**src/rtl/uart_defines.sv**
```systemverilog
// uart_defines: shared encodings and defaults for the UART transmit path.
// The GAP state encoding exists only when UART_TX_CTRL_GAP_EN is defined.
package uart_defines;

  // Default RAM address width; also the width of the burst length field.
  localparam int ADDR_W_DEF   = 8;
  // Default number of idle bit-times between frames when the gap is compiled in.
  localparam int GAP_BITS_DEF = 2;
  // System clocks per bit time used by the benches' baud generator.
  localparam int BIT_CLKS     = 64;

  typedef enum logic [2:0] {
    ST_IDLE  = 3'd0,
    ST_RD    = 3'd1,
    ST_LATCH = 3'd2,
    ST_REQ   = 3'd3,
    ST_WAIT  = 3'd4,
    ST_FIN   = 3'd5
`ifdef UART_TX_CTRL_GAP_EN
    ,
    ST_GAP   = 3'd6
`endif
  } tx_ctrl_state_e;

endpackage

```
**src/rtl/uart_gap_cnt.sv**
```systemverilog
// uart_gap_cnt: bit-time down-counter for the inter-frame gap.
// load presets the count; expire pulses on the tick that consumes the last bit-time.
// Only instantiated when UART_TX_CTRL_GAP_EN is defined.
module uart_gap_cnt #(
  parameter int CNT_W = 4
) (
  input  logic             sys_clk,
  input  logic             rst_n,
  input  logic             load,
  input  logic [CNT_W-1:0] load_val,
  input  logic             tick,
  output logic             expire
);

  logic [CNT_W-1:0] cnt_q;
  logic [CNT_W-1:0] cnt_d;

  // Next count: load wins over a tick; the counter parks at zero.
  always_comb begin
    cnt_d = cnt_q;
    if (load) begin
      cnt_d = load_val;
    end else if (tick && (cnt_q != '0)) begin
      cnt_d = cnt_q - 1'b1;
    end
  end

  assign expire = tick && !load && (cnt_q == CNT_W'(1));

  // Count register with synchronous active-low reset.
  always_ff @(posedge sys_clk) begin
    if (!rst_n) begin
      cnt_q <= '0;
    end else begin
      cnt_q <= cnt_d;
    end
  end

endmodule

```
**src/rtl/uart_tx_ctrl.sv**
```systemverilog
// uart_tx_ctrl: reads a burst of bytes from a synchronous-read RAM and hands
// them one at a time to uart_tx, waiting for each stop bit before the next fetch.
// Optional feature: define UART_TX_CTRL_GAP_EN to insert GAP_BITS idle bit-times
// between frames (adds the GAP state and a uart_gap_cnt instance).
module uart_tx_ctrl
  import uart_defines::*;
#(
  parameter int ADDR_W   = ADDR_W_DEF,
  parameter int GAP_BITS = GAP_BITS_DEF
) (
  input  logic              sys_clk,
  input  logic              rst_n,
  input  logic              bps_clk_up,
  input  logic              start,
  input  logic [ADDR_W-1:0] base_addr,
  input  logic [ADDR_W-1:0] len,
  input  logic              abort,
  output logic              ram_rd_en,
  output logic [ADDR_W-1:0] ram_rd_addr,
  input  logic [7:0]        ram_rd_data,
  output logic              tx_ready,
  output logic [7:0]        tx_data_o,
  input  logic              tx_idle,
  input  logic              tx_bits_ok,
  output logic              busy,
  output logic              done
);

  if ((GAP_BITS < 1) || (GAP_BITS > 15)) begin : g_gap_range
    $error("uart_tx_ctrl: GAP_BITS must be in 1..15");
  end

  tx_ctrl_state_e    state_q, state_d;
  logic [ADDR_W-1:0] addr_q, addr_d;
  logic [ADDR_W-1:0] remain_q, remain_d;
  logic [ADDR_W-1:0] ram_rd_addr_q, ram_rd_addr_d;
  logic              ram_rd_en_q, ram_rd_en_d;
  logic              tx_ready_q, tx_ready_d;
  logic [7:0]        tx_data_q, tx_data_d;
  logic              busy_q, busy_d;
  logic              done_q, done_d;
  // Set once the RAM word has been captured, so a long tx_idle wait in LATCH
  // does not pick up whatever the RAM drives after its read cycle.
  logic              held_q, held_d;
  logic [ADDR_W-1:0] addr_inc;

  assign addr_inc = addr_q + 1'b1;

`ifdef UART_TX_CTRL_GAP_EN
  logic gap_load;
  logic gap_expire;

  uart_gap_cnt #(
    .CNT_W(4)
  ) u_gap_cnt (
    .sys_clk  (sys_clk),
    .rst_n    (rst_n),
    .load     (gap_load),
    .load_val (4'(GAP_BITS)),
    .tick     (bps_clk_up),
    .expire   (gap_expire)
  );
`endif

  // Next-state and next-output logic for the burst sequencer.
  always_comb begin
    state_d       = state_q;
    addr_d        = addr_q;
    remain_d      = remain_q;
    ram_rd_addr_d = ram_rd_addr_q;
    ram_rd_en_d   = 1'b0;
    tx_ready_d    = tx_ready_q;
    tx_data_d     = tx_data_q;
    busy_d        = busy_q;
    done_d        = 1'b0;
    held_d        = held_q;
`ifdef UART_TX_CTRL_GAP_EN
    gap_load      = 1'b0;
`endif
    case (state_q)
      ST_IDLE: begin
        if (start) begin
          if (len != '0) begin
            addr_d        = base_addr;
            remain_d      = len;
            ram_rd_en_d   = 1'b1;
            ram_rd_addr_d = base_addr;
            busy_d        = 1'b1;
            state_d       = ST_RD;
          end else begin
            done_d  = 1'b1;
            state_d = ST_FIN;
          end
        end
      end
      ST_RD: begin
        held_d  = 1'b0;
        state_d = ST_LATCH;
      end
      ST_LATCH: begin
        if (!held_q) begin
          tx_data_d = ram_rd_data;
        end
        held_d = 1'b1;
        if (tx_idle) begin
          tx_ready_d = 1'b1;
          state_d    = ST_REQ;
        end
      end
      ST_REQ: begin
        if (bps_clk_up) begin
          tx_ready_d = 1'b0;
          state_d    = ST_WAIT;
        end
      end
      ST_WAIT: begin
        if (tx_bits_ok) begin
          addr_d   = addr_inc;
          remain_d = remain_q - 1'b1;
          if ((remain_q == ADDR_W'(1)) || abort) begin
            done_d  = 1'b1;
            busy_d  = 1'b0;
            state_d = ST_FIN;
          end else begin
`ifdef UART_TX_CTRL_GAP_EN
            gap_load = 1'b1;
            state_d  = ST_GAP;
`else
            ram_rd_en_d   = 1'b1;
            ram_rd_addr_d = addr_inc;
            state_d       = ST_RD;
`endif
          end
        end
      end
`ifdef UART_TX_CTRL_GAP_EN
      ST_GAP: begin
        if (abort) begin
          done_d  = 1'b1;
          busy_d  = 1'b0;
          state_d = ST_FIN;
        end else if (gap_expire) begin
          ram_rd_en_d   = 1'b1;
          ram_rd_addr_d = addr_q;
          state_d       = ST_RD;
        end
      end
`endif
      ST_FIN: begin
        busy_d  = 1'b0;
        state_d = ST_IDLE;
      end
      default: begin
        state_d = ST_IDLE;
      end
    endcase
  end

  // State and registered outputs; reset clears everything and drops any burst.
  always_ff @(posedge sys_clk) begin
    if (!rst_n) begin
      state_q       <= ST_IDLE;
      addr_q        <= '0;
      remain_q      <= '0;
      ram_rd_addr_q <= '0;
      ram_rd_en_q   <= 1'b0;
      tx_ready_q    <= 1'b0;
      tx_data_q     <= '0;
      busy_q        <= 1'b0;
      done_q        <= 1'b0;
      held_q        <= 1'b0;
    end else begin
      state_q       <= state_d;
      addr_q        <= addr_d;
      remain_q      <= remain_d;
      ram_rd_addr_q <= ram_rd_addr_d;
      ram_rd_en_q   <= ram_rd_en_d;
      tx_ready_q    <= tx_ready_d;
      tx_data_q     <= tx_data_d;
      busy_q        <= busy_d;
      done_q        <= done_d;
      held_q        <= held_d;
    end
  end

  assign ram_rd_en   = ram_rd_en_q;
  assign ram_rd_addr = ram_rd_addr_q;
  assign tx_ready    = tx_ready_q;
  assign tx_data_o   = tx_data_q;
  assign busy        = busy_q;
  assign done        = done_q;

endmodule
```
**config.mk**
```make
export PLATFORM = sky130hd
export DESIGN_NAME = uart_tx_ctrl
export DESIGN_NICKNAME = d
export VERILOG_FILES = /design/src/rtl/uart_defines.sv /design/src/rtl/uart_gap_cnt.sv /design/src/rtl/uart_tx_ctrl.sv
export SDC_FILE = /design/constraint.sdc
export NUM_CORES = 1
export LEC_CHECK = 0
export ABC_AREA = 1
export CORE_UTILIZATION = 44
export CTS_BUF_LIST = sky130_fd_sc_hd__clkbuf_8 sky130_fd_sc_hd__clkbuf_16
export CTS_CLUSTER_SIZE = 12
export DETAILED_ROUTE_END_ITERATION = 16
export PLACE_DENSITY_LB_ADDON = 0.3
export SLEW_MARGIN = 20
export SYNTH_ARGS = -nofsm -noshare
export SYNTH_HDL_FRONTEND = slang
export SYNTH_SLANG_ARGS = --single-unit
```
**constraint.sdc**
```tcl
create_clock -name sys_clk -period 1.2 [get_ports sys_clk]
set_input_delay 0.24 -clock sys_clk [delete_from_list [all_inputs] [get_ports sys_clk]]
set_output_delay 0.24 -clock sys_clk [all_outputs]
set_load 0.02 [all_outputs]
```
==> results.yml <==
status:
  status: "finished with violations"
  violations: "setup timing"
logic_synthesis:
  ys.flop_type: "dfxtp_1"
  synthSimpleGateAreaFrac: 0.401
  synthAdderAreaFrac: 0.0168
  synthXorXnorAreaFrac: 0.0156
  synthMuxAreaShare: 0
  syn_area_sq_um: 2240
  syn_avg_cell_area_sq_um: 6.55
  async_flop_share: 0
  synth_cell_types: 29
  synth_edf_count: 0
  yosysWarningCount: 0
  synth_nets: 376
  synth-seq-cells: 40
  syn_inst: 342
  ys_seq_area_frac: 0.358
  synth_top_family_by_area: "simple AND/OR/NAND/NOR gates"
  synth_compound_area_frac: 0.115
global_route:
  grt_max_degree: 17
  grt_overflow: 0
  track_usage: 0.282
  grt_use_met3: 0.0453
  grt_pass1_wl_mm: 11.5
  grt.busiest_layer: "met2"
  use_met2: 0.490
  grt_pass1_vias: 2597
  use_met1: 0.337
  antenna_found_initial: 0
sta:
  max_freq_ghz: 0.675
  setup_violations: 37
  final.min_clock_period_ns: 1.48
  final.setup_skew_ns: 0.00802
  slew_headroom: 0.814
  tightestPinTransition_ns: 0.277
  finalCritPeriodShare: 1.23
  report.final.hold_viol_count: 0
  setup_slack_ns: -0.281
  rsz0062_at_grt: "true"
  maxSlewViolCount: 0
clocking:
  cts_buffers: 5
  clk_latency_ns: 0.30
  holdBufCountCts: 0
  clock-root-buffer: "clkbuf_8"
  clkTransAtPathRegs_ns: 0.08
  cts_tree: "built"
  clock-sinks: 40
  clockBufferDepth: 2
  htree_levels: 2
worst_hold_path:
  holdCritStartpoint: "start"
  min_path_type: "in -> reg"
cells_and_area:
  drive_gt1_frac: 0.447
  utilization: 0.783
  area_delta_synth_final_pct: 68.3
  nets: 486
  num_antenna_cells: 0
setup_path:
  crit_type: "reg -> reg"
  startpoint: "remain_q[0]$_SDFFE_PN0P_"
  critPathArrivalTime_ns: 1.71
  start_kind: "flop"
  critical_path.endpoint_type: "flop"
  crit_fanout: 3
  cp.required_ns: 1.42
  crit-reg2reg-launch: "remain_q[0]$_SDFFE_PN0P_"
pwr:
  p_leak_nw: 1.75
  powerDensity_nw_per_um2: 2660
  ir_drop_mv: 1.47
routing:
  post_drt_via_cell_ratio: 5.34
  drcViolationCount: 0
  avgRoutedWirePerCell_um: 16.0
  firstDrtPassIters: 5
  drtIter0Drc: 262
  final_antenna_net_count: 0
  vias: 2773
  wl_mm: 8.32
placement:
  pre_cts_slack_ns: -0.573
  io_buffers: 50
  gp_congestion: 0.822
  place_hpwl_mm: 4.51
floorplanning:
  dieArea_sq_um: 5380
  die_h_um: 73.3
  core_area_sq_um: 4820
  dieWidth_um: 73.3
  num_io_pins: 51
  start_util: 0.465
  num_rows: 25
job:
  cap_violations: 0
[metal layers]
metal  routed length (um)  vias to the layer above
met5                    0                        -
met4                  316                        0
met3                  521                       35
met2                 4270                      132
met1                 3210                     1303
li1                     -                     1303
[sequential cells by signal, summed over array words and instances (netlist names)]
signal and flops:
tx_data_o 8, ram_rd_en 1, held_q 1, remain_q 8, done 1, tx_ready 1, ram_rd_addr 8, addr_q 8
busy 1, state_q 3
[report_power, final]
part	internal [mW]	total, mW	switching [mW]
combinational	2.84	6.80	3.96
clock	0.395	0.905	0.510
sequential	1.87	2.32	0.449
total	5.11	10.0	4.92
[area by class of cell]
cell class,count,area [sq um]
repair buffers,111,946
multi-input cells,258,1690
clock inverters,2,12.5
flip-flops and latches,40,815
clock buffers,5,68.8
inverters,36,153
well taps,67,83.8
fillers,335,1050
[Yosys cell counts, types with 2 or more instances]
cell type,number,area (sq um)
nand2_1,77,289
nor2_1,75,282
dfxtp_1,40,801
inv_1,35,131
nand3_1,28,140
o21ai_0,28,140
a21oi_1,9,45.0
buf_6,5,56.3
nand2_2,5,31.3
nand3_2,4,40.0
nor2_2,4,25.0
a21oi_2,3,26.3
clkbuf_1,3,11.3
ha_1,3,37.5
nor2_4,3,33.8
o21bai_1,3,22.5
nand4_1,2,12.5
o21ai_1,2,10.0
xnor2_1,2,17.5
xor2_1,2,17.5
[worst max-delay path: stages, from the launching register on]
cell and delay [ns]:
dfxtp_2 0.35, buf_4 0.14, nor2_1 0.15, nand2_1 0.15
xnor2_1 0.18, nand2_1 0.10, o21ai_0 0.13, nor2_1 0.07
nor2_1 0.14
[stage by stage]
| stage | setup TNS, ns | std cells | power (mW) | hold slack (ns) | instance area, sq um |
|---|---|---|---|---|---|
| finish | -5.63 | 519 | 10.0 | 0.293 | 3770 |
| global route | -8.02 | 519 | 10.6 | 0.301 | 3770 |
| CTS | -3.75 | 515 | 8.82 | 0.452 | 3580 |
| floorplan | -0.583 | 342 | 5.22 | 0.375 | 2270 |
| detailed placement | -15.12 | 498 | 7.02 | 0.473 | 3170 |
| global placement | -13.64 | 498 | 6.90 | 0.471 | 3170 |
[kinds of logic (layout without fill, tap and decap cells)]
logic type / after synthesis / count (layout)
flops: 40 / 40
compound gates: 47 / 47
fa+ha+maj: 3 / 3
xor+xnor: 4 / 4
buf+inv: 46 / 154
simple gates: 202 / 204
[repair_timing]
item,CTS,global route
gates resized for setup,129,99
gates cloned,2,0
endpoints found under the setup margin,58,57
setup buffers,10,4
pin swaps,35,34
[path summary, 6_finish.rpt]
path	end	slack (ns)	depth (start not counted)
worst max-delay path	remain_q[3]$_SDFFE_PN0P_	-0.28	8
worst min register to register	busy$_SDFFE_PN0P_	0.49	2
worst min-delay path	done$_SDFF_PN0_	0.29	3
worst max register to register	remain_q[3]$_SDFFE_PN0P_	-0.28	8
[cell usage in the layout (no fill, tap or decap), types with 2 or more instances in the layout]
cell             instances
dfxtp_1                 35
nor2_2                  18
o21ai_2                 19
inv_1                   28
nand3_2                  7
clkdlybuf4s50_1         21
a21oi_2                  9
xor2_1                   2
nor2_4                   9
nor2_1                  55
nand4_1                  2
inv_2                    4
ha_4                     2
inv_4                    2
clkbuf_2                16
or2_4                    2
o21bai_1                 2
nand3_4                  3
nand2_8                  3
a21oi_1                  3
o21ai_1                  4
nand2_4                 12
dfxtp_2                  2
buf_6                   17
nand3_1                 22
xnor2_1                  2
dfxtp_4                  3
nand2_1                 53
clkdlybuf4s15_1          3
clkbuf_8                 5
dlygate4sd2_1            9
o21ai_0                  6
buf_4                   43
nand2_2                 16
(Power assumes the default switching activity.)
